$ cat src/rtl/sfu_drain_pkg.sv
// sfu_pkg: shared constants and types for the SFU accumulator-bank drain.
//   NUM_CH     lanes per output word (channels per position)
//   PSUM_W     signed partial-sum width per lane
//   NUM_POS    output positions per tile (4x4, row-major)
//   lane_t     one signed lane
//   state_t    drain controller states
//   POOL_ORDER bank read order for 2x2 max-pool (four 2x2 windows in turn)
package sfu_pkg;

  localparam int unsigned NUM_CH  = 8;
  localparam int unsigned PSUM_W  = 16;
  localparam int unsigned NUM_POS = 16;

  typedef logic signed [PSUM_W-1:0] lane_t;

  typedef enum logic [1:0] {
    IDLE,
    DRAIN,
    CLEAR,
    FIN
  } state_t;

  localparam logic [3:0] POOL_ORDER [NUM_POS] = '{
    4'd0,  4'd1,  4'd4,  4'd5,
    4'd2,  4'd3,  4'd6,  4'd7,
    4'd8,  4'd9,  4'd12, 4'd13,
    4'd10, 4'd11, 4'd14, 4'd15
  };

endpackage

$ cat src/rtl/sfu_relu_lane.sv
// sfu_relu_lane: combinational per-lane ReLU, with an optional signed
// max-compare front end used by 2x2 max-pooling.
// Build option: SFU_DRAIN_MAXPOOL_EN adds the compare ports.
// Ports:
//   din      lane read from the accumulator bank
//   cmp_in   running max so far          (SFU_DRAIN_MAXPOOL_EN only)
//   cmp_en   include cmp_in in the max   (SFU_DRAIN_MAXPOOL_EN only)
//   max_out  signed max of din / cmp_in  (SFU_DRAIN_MAXPOOL_EN only)
//   relu_out ReLU of the selected value (negative -> 0, no saturation)
module sfu_relu_lane
  import sfu_pkg::*;
(
  input  lane_t din,
`ifdef SFU_DRAIN_MAXPOOL_EN
  input  lane_t cmp_in,
  input  logic  cmp_en,
  output lane_t max_out,
`endif
  output lane_t relu_out
);

  lane_t sel;

`ifdef SFU_DRAIN_MAXPOOL_EN
  always_comb begin
    max_out = din;
    if (cmp_en && (cmp_in > din)) begin
      max_out = cmp_in;
    end
  end

  assign sel = max_out;
`else
  assign sel = din;
`endif

  assign relu_out = sel[PSUM_W-1] ? '0 : sel;

endmodule

$ cat src/rtl/sfu_drain.sv
// sfu_drain: drains a finished SFU accumulator tile into the output SRAM.
// Reads the bank one position at a time, applies per-lane ReLU, packs
// NUM_CH lanes into one word and writes it through a valid/ready port
// behind a single output register stage, then pulses bank_clr and done.
// Build option: SFU_DRAIN_MAXPOOL_EN enables 2x2 max-pool (4 words/tile).
// Ports:
//   clk, reset   clock; asynchronous active-high reset
//   start        one-cycle pulse, accepted only in IDLE
//   base_addr    SRAM address of the first word, sampled on accepted start
//   rd_idx       bank position being read
//   rd_data      bank contents at rd_idx (combinational), lane i = [16i+15:16i]
//   wr_valid     write request; holds until wr_ready
//   wr_ready     SRAM accepts this cycle
//   wr_addr      write address (modulo 2^ADDR_W)
//   wr_data      ReLU'd packed word
//   bank_clr     one-cycle pulse after the last write
//   busy         high from the cycle after accepted start until done
//   done         one-cycle completion pulse
module sfu_drain
  import sfu_pkg::*;
#(
  parameter int unsigned ADDR_W = 11
) (
  input  logic                       clk,
  input  logic                       reset,
  input  logic                       start,
  input  logic [ADDR_W-1:0]          base_addr,
  output logic [3:0]                 rd_idx,
  input  logic [NUM_CH*PSUM_W-1:0]   rd_data,
  output logic                       wr_valid,
  input  logic                       wr_ready,
  output logic [ADDR_W-1:0]          wr_addr,
  output logic [NUM_CH*PSUM_W-1:0]   wr_data,
  output logic                       bank_clr,
  output logic                       busy,
  output logic                       done
);

  state_t                 state;
  state_t                 state_nxt;
  logic [4:0]             pos_cnt;
  logic [ADDR_W-1:0]      base_q;
  logic [NUM_CH*PSUM_W-1:0] relu_word;
  lane_t                  relu_lane [NUM_CH];
  logic                   start_ok;
  logic                   stall;
  logic                   more;
  logic                   last_xfer;
  logic                   step;
  logic                   load;
  logic [4:0]             start_cnt;
  logic [ADDR_W-1:0]      load_addr;

  assign start_ok  = (state == IDLE) && start;
  assign stall     = wr_valid && !wr_ready;
  assign more      = (pos_cnt != 5'(NUM_POS));
  assign last_xfer = (state == DRAIN) && !more && wr_valid && wr_ready;

`ifdef SFU_DRAIN_MAXPOOL_EN
  lane_t acc     [NUM_CH];
  lane_t max_lane[NUM_CH];

  // pos_cnt counts reads; the fourth read of each window fills the stage.
  assign rd_idx    = POOL_ORDER[pos_cnt[3:0]];
  assign step      = (state == DRAIN) && more && !stall;
  assign load      = step && (pos_cnt[1:0] == 2'b11);
  assign start_cnt = '0;
  assign load_addr = base_q + ADDR_W'(pos_cnt[3:2]);

  for (genvar i = 0; i < NUM_CH; i++) begin : g_lane
    sfu_relu_lane u_lane (
      .din      (lane_t'(rd_data[i*PSUM_W +: PSUM_W])),
      .cmp_in   (acc[i]),
      .cmp_en   (pos_cnt[1:0] != 2'b00),
      .max_out  (max_lane[i]),
      .relu_out (relu_lane[i])
    );
    assign relu_word[i*PSUM_W +: PSUM_W] = relu_lane[i];
  end

  always_ff @(posedge clk or posedge reset) begin
    if (reset) begin
      for (int unsigned i = 0; i < NUM_CH; i++) begin
        acc[i] <= '0;
      end
    end else if (step) begin
      for (int unsigned i = 0; i < NUM_CH; i++) begin
        acc[i] <= max_lane[i];
      end
    end
  end
`else
  // Position 0 is already on rd_data in IDLE (rd_idx rests at 0), so the
  // accepted start loads the first word directly; pos_cnt counts loads.
  assign rd_idx    = pos_cnt[3:0];
  assign step      = start_ok || ((state == DRAIN) && more && !stall);
  assign load      = step;
  assign start_cnt = 5'd1;
  assign load_addr = start_ok ? base_addr : (base_q + ADDR_W'(pos_cnt));

  for (genvar i = 0; i < NUM_CH; i++) begin : g_lane
    sfu_relu_lane u_lane (
      .din      (lane_t'(rd_data[i*PSUM_W +: PSUM_W])),
      .relu_out (relu_lane[i])
    );
    assign relu_word[i*PSUM_W +: PSUM_W] = relu_lane[i];
  end
`endif

  always_ff @(posedge clk or posedge reset) begin
    if (reset) begin
      state <= IDLE;
    end else begin
      state <= state_nxt;
    end
  end

  always_comb begin
    state_nxt = state;
    bank_clr  = 1'b0;
    busy      = 1'b0;
    done      = 1'b0;
    case (state)
      IDLE: begin
        if (start) begin
          state_nxt = DRAIN;
        end
      end
      DRAIN: begin
        busy = 1'b1;
        if (last_xfer) begin
          state_nxt = CLEAR;
        end
      end
      CLEAR: begin
        busy      = 1'b1;
        bank_clr  = 1'b1;
        state_nxt = FIN;
      end
      FIN: begin
        done      = 1'b1;
        state_nxt = IDLE;
      end
      default: state_nxt = IDLE;
    endcase
  end

  always_ff @(posedge clk or posedge reset) begin
    if (reset) begin
      pos_cnt  <= '0;
      base_q   <= '0;
      wr_valid <= 1'b0;
      wr_addr  <= '0;
      wr_data  <= '0;
    end else begin
      if (load) begin
        wr_valid <= 1'b1;
        wr_addr  <= load_addr;
        wr_data  <= relu_word;
      end else if (wr_ready) begin
        wr_valid <= 1'b0;
      end

      if (start_ok) begin
        base_q  <= base_addr;
        pos_cnt <= start_cnt;
      end else if (step) begin
        pos_cnt <= pos_cnt + 5'd1;
      end
    end
  end

endmodule
$ cat config.mk
export PLATFORM = sky130hd
export DESIGN_NAME = sfu_drain
export DESIGN_NICKNAME = d
export VERILOG_FILES = /design/src/rtl/sfu_drain_pkg.sv /design/src/rtl/sfu_relu_lane.sv /design/src/rtl/sfu_drain.sv
export SDC_FILE = /design/constraint.sdc
export NUM_CORES = 1
export LEC_CHECK = 0
export ABC_CLOCK_PERIOD_IN_PS = 4000
export BUFFER_PORTS_ARGS = -buffer_cell sky130_fd_sc_hd__clkbuf_2
export CAP_MARGIN = 20
export CORE_ASPECT_RATIO = 0.5
export CORE_MARGIN = 8
export CORE_UTILIZATION = 43
export DETAILED_ROUTE_END_ITERATION = 8
export GPL_ROUTABILITY_DRIVEN = 1
export PLACE_DENSITY = 0.8
export SLEW_MARGIN = 20
export SYNTH_ARGS = -nofsm -noshare
export SYNTH_HDL_FRONTEND = slang
export SYNTH_SLANG_ARGS = --single-unit
$ cat constraint.sdc
create_clock -name clk -period 4 [get_ports clk]
set_clock_uncertainty 0.05 [all_clocks]
set_input_delay 0 -clock clk [delete_from_list [all_inputs] [get_ports clk]]
set_output_delay 0 -clock clk [all_outputs]
set_load 0.01 [all_outputs]
==> results.txt <==
The run finished with clean final reports. The time the final worst path needs with I/O delays and setup came out at 3.366 ns. In this design, the largest share of critical-path delay is due to simple AND/OR/NAND/NOR gates.

At the pin with the least slew margin, the transition time is 0.7230 ns. The register bit total from synthesis came out at 150. The clock buffer count from CTS came out at 17. The worst path uses 84.15% of the clock period.

The critical path data required time came out at 4.30 ns. The signal on the critical path passes through inv_1 > ha_1 > nand2_1 > nand2_4 > buf_4 > nand3b_1 > dlygate4sd3_1 > nand2_1. The number of failing setup endpoints in the final timing report is 0. From synthesis to final layout, the design area changed by 60.82%. The worst supply voltage drop on vdd came out at 0.3503 mV. The clock tree from TritonCTS is built. Detailed placement finished with a half-perimeter wire length of 14.82 mm.

Counting the fill cells in the layout gives 1055. The floorplan step set the die width to 193.6 um. The count of different cell masters after synthesis came out at 39. The y dimension of the die came out at 104.8 um. After synthesis the cells add up to 6779 um^2. On the critical path, the stage with the largest delay is an instance of nand2_4.

The tree is rooted in a clkbuf_16. In the detailed route, the total length drawn on met2 is 13.11 mm. The total via count in the routed design came out at 7038.

Once placement finished, the instance area stood at 8213 um^2. Adding up every negative setup slack in the final design gives 0 ns. Entering global routing, the biggest net connects 125 pins. The initial core utilization is 43.98%. The post-route netlist has 27.29% of its cells at a drive strength greater than 1. The boundary pin count is 290. The number of buffer cells added on primary ports came out at 281. The total met3 wirelength after detailed routing came out at 1.130 mm. The part of the total power dissipated in sequential elements came out at 34.1%.

The overall routing resource usage came out at 24.16%. The type of element launching the critical path is a flop. The max-slew violation count came out at 0. Setup repair after global routing left no endpoint under its margin. The total core area came out at 15410 um^2. The worst max-slew margin expressed relative to the limit came out at 51.80%. Of the synthesized area, sequential elements account for 55.37%. The die covers 20280 um^2. The critical path is of the reg -> reg type. The path class of the tightest hold or removal check is in -> reg.

The biggest fanout along the worst timing path came out at 64. The maximum operating frequency is 297.1 MHz. Summed over all nets, the switching power comes to 2.872 mW. The clock-pin slew on the worst setup and hold paths came out at 0.06 ns. Signal routing reaches up to met4.

The final routed DRC violation total came out at 0. The via density per instance came out at 5.067. The net total in the final layout came out at 1324. The number of DRC markers in iteration 0 is 447. The power density over cell area is 667.4 nW/um^2. The number of cell rows came out at 32. The deepest clock path buffer count is 2. The worst path arrival time is 3.66 ns. The synthesized area per cell came out at 9.629 um^2. The design internal power is 4.403 mW. The total non-filler cell area in the finished layout is 10900 um^2.

Together, buffers and inverters on the worst path number 3. The count of final hold-check violations was 0. At the end of routability-driven placement, the weighted congestion stood at 0.8346. Synthesis produced 704 cells.

The post-route met1 wirelength is 9.066 mm. The iteration count of the initial detailed-routing pass is 5. The routed wire length is 25.01 mm. Combinational cells account for 41.9% of the total power.

The number of antenna-violating nets in the routed design is 0. STA classifies the critical path endpoint as a flop. On the worst path, the slowest cell contributes a delay of 0.70 ns. The leakage power summed over all cells came out at 5.674 nW. The completed layout was analyzed and its total power is 7.276 mW. The proportion of power drawn by the clock network came out at 24.0%. The sum of overflow across all layers after global routing came out at 0. The maximum level of the CTS H-tree came out at 4. The number of global-route vias before repair is 7535.

Counting stages on the worst path, the most repeated cell is nand2_1. The clock drives 150 sinks. The first global-routing pass estimated 39.61 mm of wire. Across the run, the number of max-cap violations was 0. The initial antenna violation count is 5. The post-detailed-route wirelength per cell came out at 18.00 um.

The total number of yosys warnings came out at 0. The utilization after layout came out at 70.72%. The clock insertion delay at the later pin of the skew report came out at 0.41 ns.

Net switching is 39.48% of the power.
==> registers in the layout, summed over array words and instances (netlist names) <==
| register | cells |
|---|---|
| base_q | 11 |
| pos_cnt | 5 |
| state | 2 |
| wr_addr | 11 |
| wr_data | 120 |
| wr_valid | 1 |
==> stage by stage <==
stage | std cells | hold slack [ns] | setup WS [ns]
2_1_floorplan | 711 | 0.05544 | 2.061
3_3_place_gp | 1150 | 0.03746 | 1.426
3_5_place_dp | 1150 | 0.05716 | 1.315
4_1_cts | 1384 | 0.0001269 | 0.7401
5_1_grt | 1389 | 0.01826 | 0.4058
6_report | 1389 | 0.01396 | 0.6342
==> final timing paths <==
| check | from | to | slack, ns | cells past startpoint |
|---|---|---|---|---|
| setup / recovery | state[0] | wr_data[74] | 0.63 | 8 |
| max in group asynchronous | reset | wr_data[92] | 2.61 | 4 |
| setup reg to reg | state[0] | wr_data[74] | 0.63 | 8 |
| hold / removal | rd_data[95] | wr_data[81] | 0.01 | 3 |
| min in group asynchronous | reset | wr_data[123] | 0.21 | 3 |
| hold reg to reg | wr_data[88] | wr_data[88] | 0.41 | 2 |
==> cell usage after synthesis <==
| cell type | number | area share, % |
|---|---|---|
| nor3_1 | 3 | 0.22 |
| nand2_2 | 1 | 0.092 |
| a221oi_1 | 1 | 0.13 |
| buf_2 | 17 | 1.3 |
| buf_6 | 8 | 1.3 |
| nand3_1 | 4 | 0.30 |
| a211o_1 | 2 | 0.26 |
| a21o_1 | 1 | 0.11 |
| nor2_8 | 1 | 0.30 |
| buf_8 | 1 | 0.22 |
| o31a_1 | 2 | 0.26 |
| fa_1 | 1 | 0.30 |
| nand4_1 | 2 | 0.18 |
| o21a_1 | 2 | 0.22 |
| o2111ai_1 | 2 | 0.26 |
| dfrtp_1 | 150 | 55 |
| and2_1 | 1 | 0.092 |
| and4_1 | 1 | 0.13 |
| o311a_1 | 1 | 0.15 |
| o22ai_1 | 1 | 0.092 |
| conb_1 | 1 | 0.055 |
| nand2b_1 | 1 | 0.092 |
| xnor2_1 | 1 | 0.13 |
| nand2_1 | 283 | 16 |
| xor2_1 | 7 | 0.90 |
| nand3b_1 | 120 | 13 |
| inv_1 | 10 | 0.55 |
| nor2_1 | 11 | 0.61 |
| o211ai_1 | 7 | 0.78 |
| a31oi_1 | 5 | 0.46 |
| o21ai_0 | 11 | 0.81 |
| mux2i_1 | 2 | 0.30 |
| o311ai_4 | 1 | 0.39 |
| buf_4 | 13 | 1.4 |
| a211oi_1 | 1 | 0.11 |
| clkbuf_1 | 14 | 0.78 |
| a21oi_1 | 1 | 0.074 |
| nor2b_1 | 1 | 0.092 |
| ha_1 | 12 | 2.2 |
==> layout by cell type (no fill, tap or decap), types with 7 or more instances in the layout <==
cell	count
inv_1	9
ha_1	12
nor2_1	11
dlygate4sd3_1	203
clkbuf_16	17
xor2_1	7
o211ai_1	7
clkbuf_2	281
nand3b_1	120
conb_1	8
nand2_1	283
o21ai_0	11
dfrtp_1	150
==> routing by layer <==
layer  vias to the layer above  GRT usage (%)
met5                         -              0
met4                         0          17.48
met3                       121          5.090
met2                       305          43.84
met1                      3390          24.95
li1                       3222              -
==> area by class of cell <==
cell class                      count  area [um^2]  share of cell area (%)
Clock buffer                       19        442.9                   4.063
Sequential cell                   150         3754                   34.43
Multi-Input combinational cell    498         2679                   24.57
Clock inverter                     12        201.4                   1.848
Tap cell                          204        255.2                   2.341
Antenna cell                        5        12.51                  0.1148
Timing Repair Buffer              491         3516                   32.25
Inverter                           10        41.29                  0.3787
==> worst reg2reg max path: stages (launching register included) <==
cell and delay, ns:
dfrtp_1 0.41, inv_1 0.13, ha_1 0.20, nand2_1 0.38, nand2_4 0.71, buf_4 0.57
nand3b_1 0.19, dlygate4sd3_1 0.60, nand2_1 0.07
==> repair_timing <==
| item | CTS | global route |
|---|---|---|
| hold buffers | 203 | 0 |
| resized for setup | 0 | 0 |
| buffers inserted | 0 | 0 |
| hold endpoints to repair | 169 | 0 |
==> power by group through the flow <==
stage	logic (mW)	clock network [mW]	registers (mW)
3_5_place_dp	2.70	0	2.47
5_1_grt	3.35	1.85	2.54
6_report	3.05	1.75	2.48
4_1_cts	2.98	1.78	2.45
2_1_floorplan	1.54	0	2.65
3_3_place_gp	2.60	0	2.44
==> kinds of logic after synthesis <==
logic type / after synthesis / share of synthesized area (%)
AND/OR/NAND/NOR: 429 / 31.06
AO/OA/AOI/OAI: 38 / 4.098
adder cells (fa/ha/maj): 13 / 2.510
multiplexers: 2 / 0.2953
other: 1 / 0.05532
flip-flops: 150 / 55.37
XOR/XNOR: 8 / 1.034
buffers and inverters: 63 / 5.574
Note: power is estimated with default switching activity, not from simulation.
